==> src/rtl/turf_painter.sv <==
// Per-tick turf painter: clears the 160x120 board after reset, then on each
// tick checks each active player's head cell, killing or painting it.
module turf_painter #(
  parameter int         W      = 160,
  parameter int         H      = 120,
  parameter int         RD_LAT = 2,
  parameter logic [2:0] C1     = 3'b100,
  parameter logic [2:0] C2     = 3'b010,
  parameter logic [2:0] C3     = 3'b001,
  parameter logic [2:0] C4     = 3'b110
) (
  input  logic        CLOCK_50,
  input  logic        resetn,
  input  logic        tick,
  input  logic [71:0] players,
  input  logic        clear_req,
  output logic [14:0] ram_address,
  output logic [2:0]  ram_data,
  output logic        ram_wren,
  input  logic [2:0]  ram_q,
  output logic [7:0]  vga_x,
  output logic [6:0]  vga_y,
  output logic [2:0]  vga_colour,
  output logic        vga_plot,
  output logic [3:0]  kill,
  output logic        busy,
  output logic        done,
  output logic        overrun
);

  typedef enum logic [2:0] {CLEAR, IDLE, SEL, RD, WAIT, CHK, WR} state_t;

  localparam logic [8:0] WL = 9'(W);
  localparam logic [7:0] HL = 8'(H);

  state_t          state, state_n;
  logic [7:0]      cx, cx_n;
  logic [6:0]      cy, cy_n;
  logic            clr_end, clr_end_n;
  logic [3:0][17:0] snap, snap_n;
  logic [1:0]      idx, idx_n;
  logic [7:0]      wcnt, wcnt_n;
  logic [14:0]     addr_n;
  logic [2:0]      data_n, col_n;
  logic [7:0]      vx_n;
  logic [6:0]      vy_n;
  logic [3:0]      kill_n;
  logic            wren_n, plot_n, busy_n, done_n, ovr_n, next_p;

  logic [17:0] cur;
  logic [7:0]  px;
  logic [6:0]  py;
  logic [2:0]  pcol;
  logic        off;

  assign cur = snap[idx];
  assign px  = cur[14:7];
  assign py  = cur[6:0];
  assign off = ({1'b0, px} >= WL) || ({1'b0, py} >= HL);

  always_comb begin
    case (idx)
      2'd0:    pcol = C1;
      2'd1:    pcol = C2;
      2'd2:    pcol = C3;
      default: pcol = C4;
    endcase
  end

  // Outputs are computed for the state being entered, so each registered
  // output lines up with the state it belongs to.
  always_comb begin
    state_n   = state;
    cx_n      = cx;
    cy_n      = cy;
    clr_end_n = clr_end;
    snap_n    = snap;
    idx_n     = idx;
    wcnt_n    = wcnt;
    addr_n    = ram_address;
    data_n    = ram_data;
    vx_n      = vga_x;
    vy_n      = vga_y;
    col_n     = vga_colour;
    wren_n    = 1'b0;
    plot_n    = 1'b0;
    kill_n    = 4'b0;
    done_n    = 1'b0;
    ovr_n     = overrun;
    next_p    = 1'b0;
    if (tick && state != CLEAR && state != IDLE) ovr_n = 1'b1;
    case (state)
      CLEAR: begin
        if (clr_end) begin
          state_n = IDLE;
        end else begin
          wren_n = 1'b1;
          data_n = 3'b0;
          plot_n = 1'b1;
          col_n  = 3'b0;
          addr_n = {cx, cy};
          vx_n   = cx;
          vy_n   = cy;
          if (cy == 7'(H - 1)) begin
            cy_n = 7'd0;
            if (cx == 8'(W - 1)) clr_end_n = 1'b1;
            else                 cx_n = cx + 8'd1;
          end else begin
            cy_n = cy + 7'd1;
          end
        end
      end
      IDLE: begin
        if (tick) begin
          snap_n  = players;
          idx_n   = 2'd0;
          state_n = SEL;
        end else if (clear_req) begin
          state_n   = CLEAR;
          cx_n      = 8'd0;
          cy_n      = 7'd0;
          clr_end_n = 1'b0;
        end
      end
      SEL: begin
        if (!cur[17]) begin
          next_p = 1'b1;
        end else if (off) begin
          kill_n = 4'b0001 << idx;
          next_p = 1'b1;
        end else begin
          state_n = RD;
          addr_n  = {px, py};
        end
      end
      RD: begin
        if (RD_LAT > 1) begin
          state_n = WAIT;
          wcnt_n  = 8'(RD_LAT - 2);
        end else begin
          state_n = CHK;
        end
      end
      WAIT: begin
        if (wcnt == 8'd0) state_n = CHK;
        else              wcnt_n  = wcnt - 8'd1;
      end
      CHK: begin
        if (ram_q != 3'b0) begin
          kill_n = 4'b0001 << idx;
          next_p = 1'b1;
        end else begin
          state_n = WR;
          wren_n  = 1'b1;
          data_n  = pcol;
          plot_n  = 1'b1;
          vx_n    = px;
          vy_n    = py;
          col_n   = pcol;
        end
      end
      WR:      next_p = 1'b1;
      default: state_n = CLEAR;
    endcase
    if (next_p) begin
      if (idx == 2'd3) begin
        state_n = IDLE;
        done_n  = 1'b1;
      end else begin
        idx_n   = idx + 2'd1;
        state_n = SEL;
      end
    end
    busy_n = (state_n != IDLE);
  end

  always_ff @(posedge CLOCK_50 or negedge resetn) begin
    if (!resetn) begin
      state       <= CLEAR;
      cx          <= 8'd0;
      cy          <= 7'd0;
      clr_end     <= 1'b0;
      snap        <= '0;
      idx         <= 2'd0;
      wcnt        <= 8'd0;
      ram_address <= 15'd0;
      ram_data    <= 3'd0;
      ram_wren    <= 1'b0;
      vga_x       <= 8'd0;
      vga_y       <= 7'd0;
      vga_colour  <= 3'd0;
      vga_plot    <= 1'b0;
      kill        <= 4'd0;
      busy        <= 1'b1;
      done        <= 1'b0;
      overrun     <= 1'b0;
    end else begin
      state       <= state_n;
      cx          <= cx_n;
      cy          <= cy_n;
      clr_end     <= clr_end_n;
      snap        <= snap_n;
      idx         <= idx_n;
      wcnt        <= wcnt_n;
      ram_address <= addr_n;
      ram_data    <= data_n;
      ram_wren    <= wren_n;
      vga_x       <= vx_n;
      vga_y       <= vy_n;
      vga_colour  <= col_n;
      vga_plot    <= plot_n;
      kill        <= kill_n;
      busy        <= busy_n;
      done        <= done_n;
      overrun     <= ovr_n;
    end
  end

endmodule

==> config.mk <==
export PLATFORM = sky130hd
export DESIGN_NAME = turf_painter
export DESIGN_NICKNAME = d
export VERILOG_FILES = /design/src/rtl/turf_painter.sv
export SDC_FILE = /design/constraint.sdc
export NUM_CORES = 1
export LEC_CHECK = 0
export ABC_AREA = 1
export BUFFER_PORTS_ARGS = -buffer_cell sky130_fd_sc_hd__buf_2
export CORE_UTILIZATION = 30
export CTS_BUF_LIST = sky130_fd_sc_hd__clkbuf_4
export DETAILED_ROUTE_END_ITERATION = 6
export PLACE_DENSITY = 0.51
export SLEW_MARGIN = 10
export SYNTH_ARGS = -nofsm -noshare
export SYNTH_HDL_FRONTEND = slang
export SYNTH_SLANG_ARGS = --single-unit
export TNS_END_PERCENT = 10
==> constraint.sdc <==
create_clock -name CLOCK_50 -period 2.2 [get_ports CLOCK_50]
set_input_delay 0.11 -clock CLOCK_50 [delete_from_list [all_inputs] [get_ports CLOCK_50]]
set_output_delay 0.11 -clock CLOCK_50 [all_outputs]
set_load 0.01 [all_outputs]
* After elaboration in Yosys (flattened, before gate mapping) *
Index checks and enable logic that the tools add are counted.

word-level totals
  word-level logic and storage cells = 130
  register bits = 142
  output and inout bits = 45
  bits of input ports = 79

operators by class
  magnitude comparators = 3
  shift-type cells = 1
  $add $sub $neg = 4
  equality and inequality tests = 22
  mux-type cells = 62
  reduce and logical (&&, ||, !) cells = 19

operators with widths
  kind                   number
  $mux W8                8
  $pmux W8 S2            3
  $mux W15               3
  $mux W7                6
  $bmux W18 S2           1
  $mux W3                10
  $pmux W15 S2           1
  $pmux W7 S2            2
  $pmux W3 S7            1
  $mux W18               1
  $ne A2 B2 Y1 const B   9
  $mux W1                12
  $mux W4                3
  $mux W2                5
  $eq A3 B3 Y1 const B   3
  $pmux W3 S3            1
  $add A8 B1 Y8 const B  1
  $eq A8 B8 Y1 const B   1
  $ge A8 B8 Y1 const B   1
  $logic_not A8 Y1       1
  $pmux W4 S2            1
  $reduce_and A4 Y1      2
  $reduce_bool A2 Y1     4
  $sub A8 B1 Y8 const B  1
  other kinds (22)       30

* Logic depth before layout (Yosys ltp) *
  depth in word-level cells = 9
  gate-level depth with buffers = 15
  mapped depth without buffers = 13

* Worst setup path before layout *
No wires, ideal clock.

  kind = register -> register
  from = register idx[0]
  to = register ram_address[10]
  stages on the path, launching flop included = 14
  arrival = 1.584 ns
  clock period less this slack = 1.700 ns
  path slack = 0.500 ns
  data required time = 2.083 ns
  buffers on the path = 3
  library setup time = 0.117 ns
  path through = dfrtp_1 -> buf_4 -> buf_4 -> nand2_1 -> nand3_1 -> nand2_1 -> nand2_1 -> nand2_1 -> nand4_1 -> nand2_2 -> nand2_2 -> buf_6 -> nand2_1 -> nand2_1

between the ends
  word-level cells in the longest chain between the ends = 6
  elaborated cells between the ends (all ways) = 11
  classes of those cells = order compare: 2; eq/ne: 2; mux: 5; reduce/logical: 2

RTL lines
  what                                                 line  RTL
  from (decl)                                          41    logic [1:0] idx, idx_n;
  from (signal assigned)                               203   idx <= idx_n;
  $bmux W18 S2 (*)                                     56    assign cur = snap[idx];
  $mux W18 (not written as such) (*)                   56
  $ge A8 B8 Y1 / $ge A7 B7 Y1 (equally long branches)  59    assign off = ({1'b0, px} >= WL) || ({1'b0, py} >= HL);
  $logic_or A1 B1 Y1                                   59
  $ne A2 B2 Y1 (no source line)                        n/a
  $reduce_and A4 Y1 (no source line)                   n/a
  to (signal assigned)                                 205   ram_address <= addr_n;
  to (decl)                                            17    output logic [14:0] ram_address,

Mark *: on every way between the ends. The rest lies on a longest branch, timed or not. The select of a mux whose other input is x is not followed.
A chain may end at the register's enable or synchronous reset.

* Worst setup path in the final report *
  from = register idx[0]
  to = register busy

between the ends
  word-level cells in the longest chain between the ends = 9
  elaborated cells between the ends (all ways) = 15
  classes of those cells = order compare: 2; eq/ne: 2; mux: 10; reduce/logical: 1

RTL lines
  what                                                 line  RTL
  $bmux W18 S2                                         56
  $mux W18 (not written as such)                       56
  $ge A8 B8 Y1 / $ge A7 B7 Y1 (equally long branches)  59
  $logic_or A1 B1 Y1                                   59
  $mux W3 / $mux W1 (equally long branches)            128   end else if (off) begin
  $mux W3 / $mux W1 (equally long branches)            126   if (!cur[17]) begin
  $pmux W3 S7 / $pmux W1 S3 (equally long branches)    92    case (state)
  $mux W3 (*)                                          165   if (next_p) begin
  via state_n[1]                                       36    state_t state, state_n;
  $ne A3 B1 Y1 (*)                                     174   busy_n = (state_n != IDLE);
  via busy_n                                           48    logic wren_n, plot_n, busy_n, done_n, ovr_n, next_p;
  to (signal assigned)                                 213   busy <= busy_n;
  to (decl)                                            26    output logic busy,

Mark *: on every way through the listed nets, which the timed path passes. The rest lies on a longest branch. The select of a mux whose other input is x is not followed.

==> flow_summary.toml <==
[outcome]
run_status = "finished, final reports clean"

[routing]
via_per_inst = 4.56
routed_wire_length_per_instance_um = 14.7
drt-initial-drc-count = 236
drt_first_pass_iters = 5
drt.antenna.violating_nets = 0
via_count = 5267
drc_viols = 0
route.final.wire_length_um = 16900

[synth]
yosys_warning_total = 0
edff_count_synth = 0
synthMuxAreaShare_pct = 11.0
ys_seq_elements = 134
synth_area_in_compound_gates_pct = 10.2
synthDistinctLibCells = 43
synthesis.area_per_instance_um2 = 9.66
syn_inst = 677
sequential_fraction_of_the_synthesis_area_pct = 51.3
syn_nets = 764
ys_async_sr_fraction_pct = 100
yosys.area_share.adder_pct = 1.53
postSynth.topFlopCell = "dfrtp_1"
synthesis.area_um2 = 6540
yosys.area_share.xor_xnor_pct = 0.804
synth_simple_gate_area_share_pct = 19.2
main_combinational_cell_family_by_area_after_synthesis = "simple AND/OR/NAND/NOR gates"

[placed_design]
dp.final_hpwl_um = 12200
port_buffers = 115
placer_congestion = 0.794

[clock_tree]
total_number_of_clock_tree_sinks = 134
clk_path_buf_depth = 2
clock_tree.htree_level_count = 4
clkTransAtPathRegs_ns = 0.12
cts_root_buffer = "clkbuf_4"
numCtsBuffers = 17
clkLatencyLatePin_ns = 0.56
tritoncts = "yes"

[sta]
layout_worst_path_cycle_share_pct = 88.0
max_slew.worst_pin.slew_ns = 0.514
slew_violations = 0
clock-skew-final_ns = 0.0137
finalSetupViolations = 0
max_freq_mhz = 516
maxSlewHeadroom_pct = 65.7
grt_setup_unrepaired = "no"
hold_viol_final = 0
finalSetupTns_ns = 0
finalWorstPathRequiredPeriod_ns = 1.94

[global_route]
global_route.overflow_total = 0
global_route_wire_length_before_repair_um = 27800
number_of_global_route_vias_before_repair = 5219
grt.total_usage_pct = 16.3
largest_net_degree_at_the_start_of_global_routing = 68
initial_antenna_violation_count = 1

[floorplan]
pin_count = 124
die_width_um = 150
core_area_um2 = 21200
die_y_um = 150
start_util_pct = 30.8
die-area_um2 = 22400
floorplan.rows = 53

[setup_path]
setup.worst_path.start_class = "flop"
crit_cells = 10
worst-setup-path-type = "reg -> reg"
timing.critical_path.mode_cell = "nand2_1"
worstPathCellList = "buf_4 > o21ai_0 > o21ai_2 > nand2_1 > a21boi_1 > nand2_1 > nand2_2 > nand2_1 > nor2_1 > nand2_1"
critical_path.endpoint_type = "flop"
cp_max_fo = 19
critical_path.n_buffers_inverters = 1
slowest_delay_ns = 0.43
critical_path.top_delay_family = "compound AO/OA/AOI/OAI gates"
critPathSlowestCell = "dfrtp_1"
critical_path.reg2reg.endpoint = "busy"
cp.arrival_ns = 2.43
regToRegStartpoint = "idx[0]"
crit_required_ns = 2.69
setup.reg_to_reg.worst_slack_ns = 0.26
timing.reg2reg.worst_path_depth = 10

[finish]
nNetsFinal = 950
post_route_cells_drive_above_1_share_pct = 27.1
area_growth_from_synthesis_to_final_layout_pct = 29.6
filler_cell_count = 2184

[power_and_ir_drop]
power.leakage_nw = 4.28
report.power.total_mw = 4.81
vdd_ir_drop_max_uv = 291
pwr_density_cell_nw_per_um2 = 568

[job]
cap_violations = 0

[worst_hold_path]
kind_of_path_behind_the_tightest_hold_check = "in -> async"
layout make-up:
type                    count  area, µm²  area share, %
inverters                  47        184           2.17
repair buffers            200       1410           16.6
well taps                 275        344           4.06
flip-flops and latches    134       3350           39.6
diodes                      3       7.51         0.0886
clock inverters            15        249           2.94
multi-input cells         463       2800           33.0
clock buffers              17        128           1.51
placed cells by master (no fill, tap or decap), drive strengths merged:
cell,count
or2,2
nand3,56
diode,3
dfstp,1
o22a,8
a2bb2oi,1
xor2,6
nor2,54
a31oi,7
o22ai,3
buf,134
ha,8
bufinv,6
o21bai,1
nor3b,1
nor4,2
mux2,64
inv,50
dlygate4sd3,66
clkbuf,17
o21a,8
nand2,145
o21ai,61
nor3,6
nand4,9
dfrtp,133
o211ai,9
clkinvlp,2
a21oi,11
clkinv,4
a21boi,1
cell usage after synthesis (3+ instances only):
cell      count  area [µm²]
a21oi_1      10        50.1
o21a_1        8        60.1
nand4_1       9        56.3
nand2_4       3        33.8
ha_1          8         100
o21ai_1       8        40.0
nand2_2       5        31.3
xor2_1        6        52.6
nand2_1     137         514
o21ai_2       5        43.8
mux2_1       28         315
mux2_2       36         405
inv_2         6        22.5
nor2_1       49         184
inv_4         3        18.8
a31oi_1       7        43.8
o21ai_0      48         240
o22a_1        8        70.1
o22ai_1       3        18.8
nand3_1      53         265
o211ai_1      9        67.6
buf_4        13        97.6
inv_1        37         139
buf_2        12        60.1
dfrtp_1     133        3330
clkbuf_1      6        22.5
nor3_1        4        20.0
nand3_2       3        30.0
timing repair:
| item | CTS | global route |
|---|---|---|
| endpoints found under the hold margin | 198 | 0 |
| gates resized for setup | 0 | 0 |
| hold buffers | 66 | 0 |
| buffers inserted | 0 | 0 |
worst register-to-register path: stages, from the launching register on:
cell and delay (ns):
dfrtp_1 0.43, buf_4 0.25, o21ai_0 0.14, o21ai_2 0.26, nand2_1 0.09, a21boi_1 0.20, nand2_1 0.13, nand2_2 0.13
nand2_1 0.09, nor2_1 0.09, nand2_1 0.06
power by group:
group | switching (mW) | internal [mW]
Combinational | 0.0912 | 0.129
Sequential | 0.000383 | 2.46
Clock | 0.985 | 1.14
Total | 1.08 | 3.73
cells by family after synthesis:
group	Yosys count
compound gates	110
xor+xnor	6
fa+ha+maj	8
buf+inv	80
flops	134
mux	64
simple gates	275
metal layers:
layer | track usage [%] | vias to the layer above | wire [µm]
met5 | 0 | - | 0
met4 | 4.39 | 0 | 151
met3 | 4.18 | 11 | 753
met2 | 25.0 | 118 | 7680
met1 | 22.7 | 2470 | 8350
li1 | - | 2668 | -
worst max path at each step:
stage	startpoint	endpoint
floorplan	idx[0]	ram_address[10]
global placement	idx[0]	busy
detailed placement	idx[0]	busy
CTS	idx[0]	busy
global route	idx[0]	busy
finish	idx[0]	busy
state kept, by name, indices dropped and copies added (netlist names), 2 cells and up:
name         cells
cx               8
cy               7
idx              2
kill             4
ram_address     15
snap            64
state            3
vga_colour       3
vga_x            8
vga_y            7
wcnt             8
through the flow:
| stage | cells | utilization [%] | worst slack (ns) | area [µm²] | hold WS, ns |
|---|---|---|---|---|---|
| floorplan | 677 | - | 0.500 | 6540 | -0.186 |
| detailed placement | 1053 | 35.0 | 0.273 | 7430 | 0.0984 |
| finish | 1154 | 39.9 | 0.263 | 8470 | 0.0577 |
| CTS | 1151 | 39.9 | 0.234 | 8470 | 0.0267 |
| global route | 1154 | 39.9 | 0.00968 | 8470 | 0.0418 |
| global placement | 1053 | 35.0 | 0.291 | 7430 | 0.106 |
Power figures use the tool's default switching activity.
